===== src/rtl/blk_b026cd_if.sv =====
// Fetch-stage bundle: stall/branch inputs, decode-side bus and instruction SRAM port.
// The master side is the fetch block.
interface blk_b026cd_if #(
    parameter int STALL_W = 6
);
    logic [STALL_W-1:0] stall;
    logic [32:0]        br_bus;
    logic [32:0]        if_to_id_bus;
    logic               inst_sram_en;
    logic [3:0]         inst_sram_wen;
    logic [31:0]        inst_sram_addr;
    logic [31:0]        inst_sram_wdata;

    modport master (
        input  stall, br_bus,
        output if_to_id_bus, inst_sram_en, inst_sram_wen, inst_sram_addr, inst_sram_wdata
    );

    modport slave (
        output stall, br_bus,
        input  if_to_id_bus, inst_sram_en, inst_sram_wen, inst_sram_addr, inst_sram_wdata
    );
endinterface


===== src/rtl/blk_b026cd.sv =====
// Instruction fetch: PC register, branch redirect with stall-time pending target.
// Latency 1 cycle PC->SRAM->decode; stall[0] freezes PC and holds the SRAM address.
// No stall output of its own: a branch seen during a stall is parked until release.
module blk_b026cd #(
    parameter logic [31:0] RESET_PC = 32'hBFBF_FFFC
) (
    input  logic          clk,
    input  logic          rst,
    blk_b026cd_if.master  bus
);
    localparam logic STOP = 1'b1;

    logic [31:0] pc_r;
    logic        ce_r;
    logic        pend_v;
    logic [31:0] pend_addr;
    logic [31:0] next_pc;
    logic        br_e;
    logic [31:0] br_addr;
    logic        stall_pc;
    logic        unused_stall;

    assign br_e         = bus.br_bus[32];
    assign br_addr      = bus.br_bus[31:0];
    assign stall_pc     = bus.stall[0];
    assign unused_stall = ^bus.stall[$bits(bus.stall)-1:1];

    // Inputs are ignored in reset so the SRAM address settles on the first fetch.
    always_comb begin
        next_pc = pc_r + 32'd4;
        if (rst) begin
            if (stall_pc == STOP) begin
                next_pc = pc_r;
            end else if (br_e) begin
                next_pc = br_addr;
            end else if (pend_v) begin
                next_pc = pend_addr;
            end
        end
    end

    always_ff @(posedge clk or negedge rst) begin
        if (!rst) begin
            pc_r      <= RESET_PC;
            ce_r      <= 1'b0;
            pend_v    <= 1'b0;
            pend_addr <= 32'h0;
        end else if (stall_pc != STOP) begin
            pc_r   <= next_pc;
            ce_r   <= 1'b1;
            pend_v <= 1'b0;
        end else if (br_e) begin
            // Latest branch during a stall wins.
            pend_v    <= 1'b1;
            pend_addr <= br_addr;
        end
    end

    assign bus.if_to_id_bus    = {ce_r, pc_r};
    assign bus.inst_sram_en    = rst;
    assign bus.inst_sram_wen   = 4'b0000;
    assign bus.inst_sram_addr  = next_pc;
    assign bus.inst_sram_wdata = 32'h0;
endmodule


===== src/flat_wrapper.sv =====
// flat-port wrapper written by rule: the top's interface ports become plain ports
module blk_b026cd_flat 
#(
    parameter logic [31:0] RESET_PC = 32'hBFBF_FFFC
)
  (clk, rst, bus_stall, bus_br_bus, bus_if_to_id_bus, bus_inst_sram_en, bus_inst_sram_wen, bus_inst_sram_addr, bus_inst_sram_wdata);
  blk_b026cd_if bus_i ();
  input  logic clk;
  input  logic rst;
  input wire logic [$bits(bus_i.stall)-1:0] bus_stall;
  input wire logic [$bits(bus_i.br_bus)-1:0] bus_br_bus;
  output wire logic [$bits(bus_i.if_to_id_bus)-1:0] bus_if_to_id_bus;
  output wire logic [$bits(bus_i.inst_sram_en)-1:0] bus_inst_sram_en;
  output wire logic [$bits(bus_i.inst_sram_wen)-1:0] bus_inst_sram_wen;
  output wire logic [$bits(bus_i.inst_sram_addr)-1:0] bus_inst_sram_addr;
  output wire logic [$bits(bus_i.inst_sram_wdata)-1:0] bus_inst_sram_wdata;
  assign bus_i.stall = bus_stall;
  assign bus_i.br_bus = bus_br_bus;
  assign bus_if_to_id_bus = bus_i.if_to_id_bus;
  assign bus_inst_sram_en = bus_i.inst_sram_en;
  assign bus_inst_sram_wen = bus_i.inst_sram_wen;
  assign bus_inst_sram_addr = bus_i.inst_sram_addr;
  assign bus_inst_sram_wdata = bus_i.inst_sram_wdata;
  blk_b026cd #(.RESET_PC(RESET_PC)) u_core (.clk(clk), .rst(rst), .bus(bus_i));
endmodule

===== config.mk =====
export PLATFORM = sky130hd
export DESIGN_NAME = blk_b026cd_flat
export DESIGN_NICKNAME = d
export VERILOG_FILES = /design/src/rtl/blk_b026cd_if.sv /design/src/rtl/blk_b026cd.sv /design/src/flat_wrapper.sv
export SDC_FILE = /design/constraint.sdc
export NUM_CORES = 1
export LEC_CHECK = 0
export BUFFER_PORTS_ARGS = -buffer_cell sky130_fd_sc_hd__buf_2
export CAP_MARGIN = 20
export CELL_PAD_IN_SITES_DETAIL_PLACEMENT = 0
export CELL_PAD_IN_SITES_GLOBAL_PLACEMENT = 1
export CORE_ASPECT_RATIO = 2
export CORE_MARGIN = 10
export CORE_UTILIZATION = 30
export CTS_BUF_LIST = sky130_fd_sc_hd__clkbuf_8
export DETAILED_ROUTE_END_ITERATION = 16
export GPL_ROUTABILITY_DRIVEN = 1
export PLACE_DENSITY = 0.68
export SYNTH_ARGS = -nofsm -noshare
export SYNTH_HDL_FRONTEND = slang
export SYNTH_SLANG_ARGS = --single-unit

===== constraint.sdc =====
create_clock -name clk -period 2.93 [get_ports clk]
set_clock_uncertainty 0.05 [all_clocks]
set_input_delay 0 -clock clk [delete_from_list [all_inputs] [get_ports clk]]
set_output_delay 0 -clock clk [all_outputs]
set_load 0.03 [all_outputs]

==> results of run 1 <==
layout make-up:
cell class | count | area (um^2)
Fill cell | 1581 | 9513
Multi-Input combinational cell | 424 | 2696
Sequential cell | 66 | 1687
Timing Repair Buffer | 152 | 975.9
Tap cell | 198 | 247.7
Clock buffer | 9 | 123.9
Clock inverter | 7 | 93.84
Inverter | 10 | 37.54
cell usage after synthesis, drive strengths merged (8+ instances only):
library cell / count / area, um^2
a21oi: 29 / 145.1
nand2: 49 / 183.9
inv: 10 / 37.53
mux2: 36 / 405.4
dfrtp: 38 / 950.9
a22o: 8 / 70.07
dfstp: 28 / 735.7
o22ai: 11 / 68.82
a22oi: 20 / 150.1
nand4: 13 / 87.58
clkbuf: 37 / 138.9
o21ai: 50 / 250.2
nor2: 31 / 116.4
buf: 47 / 320.3
nand3: 16 / 80.08
nor3: 12 / 60.06
per-stage QoR:
step | instances | setup WS (ns) | hold slack [ns]
after floorplan | 584 | 0.04833 | -0.3456
after global placement | 816 | 0.4233 | -0.1575
after detailed placement | 816 | 0.3699 | -0.1556
after CTS | 865 | 0.03085 | 0.007928
after global routing | 866 | 0.003177 | 0.01775
final | 866 | 0.08136 | 0.01213
metal layers:
| metal | global-route usage [%] | vias to the layer above | routed length (um) |
|---|---|---|---|
| li1 | - | 2204 | - |
| met1 | 17.19 | 2283 | 6656 |
| met2 | 29.27 | 187 | 9338 |
| met3 | 3.170 | 32 | 1032 |
| met4 | 6.578 | 0 | 547 |
| met5 | 0 | - | 0 |
power by group through the flow:
stage	clock (uW)	sequential (uW)	combinational [uW]
3_5_place_dp	0	1410	1510
4_1_cts	901	1390	1540
5_1_grt	937	1430	1660
3_3_place_gp	0	1390	1490
6_report	879	1400	1540
2_1_floorplan	0	1510	934
final timing paths:
kind	from	cells past startpoint	end
hold / removal	rst	2	u_core.pend_addr[17]
hold reg to reg	u_core.ce_r	1	u_core.ce_r
max in group asynchronous	rst	3	u_core.pc_r[9]
min in group clk	bus_stall[0]	2	u_core.ce_r
setup / recovery	u_core.pc_r[6]	6	bus_inst_sram_addr[19]
setup reg to reg	u_core.pc_r[6]	5	u_core.pc_r[21]
cell families (layout without fill, tap and decap cells):
family                   Yosys count  count (layout)  synth area share, %
buffers and inverters             94             178                10.52
AO/OA/AOI/OAI                    175             175                24.74
flip-flops                        66              66                35.71
multiplexers                      40              40                9.431
other                              1              36              0.07939
AND/OR/NAND/NOR                  164             164                17.78
adder cells (fa/ha/maj)            1               1               0.2649
XOR/XNOR                           8               8                1.484
sequential cells by signal (all words and copies together), names as in the netlist:
name	flops
u_core.ce_r	1
u_core.pc_r	32
u_core.pend_addr	32
u_core.pend_v	1
worst reg2reg max path, cell delays in order, from the launching register on:
cell and delay [ns]:
dfstp_2 0.64, nand4_2 0.23, or4_4 0.60, or3_1 0.46
or4_1 0.42, nand3b_1 0.10
repair_timing:
item                       CTS  global route
hold endpoints to repair    76             0
setup endpoints to repair    0             7
gates resized for setup      0             6
buffers inserted             0             1
hold buffers                33             0
==> flow_metrics.tcl, run 1 <==
set metrics [dict create \
    final_hold_viol_count 0 \
    dr.pass1.iters 5 \
    die_x_um 108.7 \
    p_int_uw 2130 \
    slowest_delay_ns 0.64 \
    drcViolationCount 0 \
    clock.fmax_mhz 351.0 \
    async_flop_share_pct 100.0 \
    fin_nets 705 \
    outcome "finished clean" \
    powerDensity_mw_per_mm2 650.7 \
    postSynthAreaPerCell_um2 8.603 \
    num_antenna_cells 0 \
    drtIter0Drc 297 \
    clk_path_buf_depth 2 \
    root_buffer "clkbuf_8" \
    grt_pass1_wl_um 26860 \
    fin_util_pct 38.13 \
    drive_gt1_share_pct 31.44 \
    synth_edf_count 0 \
    comb_power_share_pct 40.3 \
    p_leak_uw 0.002440 \
    relSlewSlack_pct 60.79 \
    worstSetupStartpointType "register" \
    cp.arrival_ns 2.80 \
    cp_max_fo 10 \
    place_area_mm2 0.005281 \
    period_share_pct 97.22 \
    clock_sinks 66 \
    layout_min_cycle_time_ns 2.849 \
    synthFlopType "dfrtp_1" \
    totalWireLength_um 17570 \
    grt_overflow 0 \
    crit_slowest_cell "dfstp_2" \
    maxSlewViolCount 0 \
    grt_start_max_net_pins 49 \
    path_buf_inv 1 \
    final_area_mm2 0.005862 \
    final_common_cell "buf_2" \
    dp_hpwl_um 13190 \
    end_kind "primary output" \
    crit_type "reg -> out" \
    num_rows 64 \
    track_usage_pct 16.01 \
    areaGrowthSynthToFinish_pct 24.11 \
    yosys_warnings 0 \
    reg2reg_slack_ns 0.39 \
    num_vias 4706 \
    postSynthCellCount 549 \
    clk_pin_slew_ns 0.08 \
    hp-class "in -> async" \
    vias_per_cell 5.434 \
    start_util_pct 30.72 \
    peakVddDrop_mv 0.6335 \
    cp.required_ns 2.88 \
    syn_area_mm2 0.004723 \
    grt_pass1_vias 4825 \
    dieArea_mm2 0.02147 \
    switching_share_pct 44.15 \
    io_pins 143 \
    clockPowerShare_pct 23.0 \
    design.core.area_mm2 0.01537 \
    yosysUniqueCellTypes 57 \
    seqPwrFrac_pct 36.7 \
    dieHeight_um 197.5 \
    cts_tree "done" \
    antenna_found_initial 0 \
    p_switching_uw 1684 \
    cts_made_buffers 9 \
    worstMarginPinSlew_ns 0.5860 \
    finalSetupViolCount 0 \
    crit_chain "nand4_2, or4_4, nor4_2, xnor2_1, a22oi_1, buf_2" \
    yosysSeqAreaShare_pct 35.71 \
    crit_family "simple AND/OR/NAND/NOR gates" \
    clk_latency_ns 0.35 \
    yosys_register_bits 66 \
    finalSetupTns_ns 0 \
    wire_per_inst_um 20.29 \
    max-cap-violations 0 \
    final_cell_mix "99 x buf_2, 49 x nand2_1, 49 x o21ai_0" \
    io_buffer_count 101 \
    drt.antenna.violating_nets 0 \
    gp_congestion 0.8564 \
    rsz0062_at_grt "false" \
    htreeDepth 3 \
    power_uw 3814 \
]
Power figures use the tool's default switching activity.
==> run 2, diff against run 1 <==
clock period = 2.7 ns   (was 2.93 ns; I/O delays follow)
==> flow_metrics.tcl, run 2 (synthesized netlist as in run 1, its figures left out) <==
set metrics [dict create \
    outcome "finished clean" \
    cp.required_ns 2.65 \
    layout_min_cycle_time_ns 2.600 \
    clock_sinks 66 \
    crit_type "reg -> out" \
    drtIter0Drc 370 \
    dp_cells 824 \
    dieArea_mm2 0.02147 \
    antenna_found_initial 1 \
    num_rows 64 \
    max-cap-violations 0 \
    num_vias 4862 \
    htreeDepth 3 \
    drcViolationCount 0 \
    drt.antenna.violating_nets 0 \
    holdWs_ns 0.07887 \
    final_cell_mix "96 x buf_2, 49 x nand2_1, 49 x o21ai_0" \
    grt_overflow 0 \
    dr.pass1.iters 5 \
    crit_family "simple AND/OR/NAND/NOR gates" \
    hp-start "bus_br_bus[32]" \
    drive_gt1_share_pct 34.59 \
    grt_pass1_vias 4983 \
    fin_nets 725 \
    cp.arrival_ns 2.55 \
    start_util_pct 30.72 \
    design.core.area_mm2 0.01537 \
    crit_slowest_cell "or4_4" \
    finalSetupViolCount 0 \
    slowest_delay_ns 0.60 \
    cts_made_buffers 9 \
    worstMarginPinSlew_ns 0.6548 \
    io_pins 143 \
    track_usage_pct 16.52 \
    root_buffer "clkbuf_8" \
    clk_latency_ns 0.37 \
    finalSetupTns_ns 0 \
    final_area_mm2 0.006150 \
    grt_start_max_net_pins 49 \
    maxSlewViolCount 0 \
    stdcell_count 887 \
    peakVddDrop_mv 0.4349 \
    clk_path_buf_depth 2 \
    end_kind "primary output" \
    powerDensity_mw_per_mm2 724.7 \
    die_x_um 108.7 \
    crit_chain "inv_1, or4_4, nor4_4, xnor2_1, a22oi_1, buf_4" \
    cp_max_fo 6 \
    dieHeight_um 197.5 \
    path_buf_inv 2 \
    hp-class "in -> reg" \
    period_share_pct 96.29 \
    dp_slack_ns 0.1788 \
    place_area_mm2 0.005354 \
    timing.rr.start "u_core.pc_r[9]" \
    grt_pass1_wl_um 27570 \
    io_buffer_count 101 \
    gp_congestion 0.8614 \
    reg_top3 "u_core.pc_r x32, u_core.pend_addr x32" \
    wire_per_inst_um 20.03 \
    worst_setup_path_startpoint "u_core.pc_r[9]" \
    totalWireLength_um 17770 \
    areaGrowthSynthToFinish_pct 30.20 \
    dp_hpwl_um 13300 \
    clk_pin_slew_ns 0.08 \
    rsz0062_at_grt "true" \
    cts_tree "done" \
    timing.final.ws_setup_ns 0.1002 \
    final_common_cell "buf_2" \
    clock.fmax_mhz 384.6 \
    p_leak_uw 0.002581 \
    relSlewSlack_pct 56.19 \
    worstSetupStartpointType "register" \
    final_hold_viol_count 0 \
    vias_per_cell 5.481 \
]
run 2: final timing paths:
check	slack (ns)	cells past startpoint	end
setup / recovery	0.10	6	bus_inst_sram_addr[19]
hold / removal	0.08	2	u_core.pc_r[1]
setup reg to reg	0.37	5	u_core.pc_r[21]
hold reg to reg	0.42	1	u_core.ce_r
max in group asynchronous	1.79	3	u_core.pc_r[30]
min in group asynchronous	0.21	2	u_core.pc_r[11]
run 2: repair_timing:
item,CTS,global route
hold endpoints to repair,81,0
hold buffers,35,0
buffers inserted,0,11
gates resized for setup,11,10
pin swaps,1,7
setup endpoints to repair,9,13
run 2: final cells by class:
cell class / count / area [um^2]
diodes: 1 / 2.502
well taps: 198 / 247.7
clock buffers: 10 / 137.6
flip-flops and latches: 66 / 1687
clock inverters: 6 / 137.6
repair buffers: 172 / 1142
fillers: 1594 / 9225
inverters: 10 / 37.54
multi-input cells: 424 / 2758
run 2: report_power, final:
part	leakage [uW]	internal, uW	total, uW	switching, uW
clock network	0.000137	735	1170	436
logic	0.00171	608	1780	1180
registers	0.000737	1250	1500	254
total	0.00258	2590	4460	1870
run 2: worst register-to-register path, cell delays in order, from the launching register on:
cell,delay [ns]
dfstp_2,0.58
inv_1,0.14
or4_4,0.60
or3_4,0.38
or4_1,0.42
nand3b_1,0.10
run 2: metal layers:
| metal | routed length (um) | track usage [%] | vias up |
|---|---|---|---|
| met5 | 0 | 0 | - |
| met4 | 767 | 9.426 | 0 |
| met3 | 1124 | 3.758 | 42 |
| met2 | 9222 | 28.26 | 202 |
| met1 | 6653 | 18.08 | 2370 |
| li1 | - | - | 2248 |
run 2: through the flow:
| step | power, uW | util [%] |
|---|---|---|
| after floorplan | 2655 | - |
| after global placement | 3149 | 34.82 |
| after detailed placement | 3189 | 34.82 |
| after CTS | 4434 | 39.22 |
| after global routing | 4722 | 40.00 |
| final | 4457 | 40.00 |
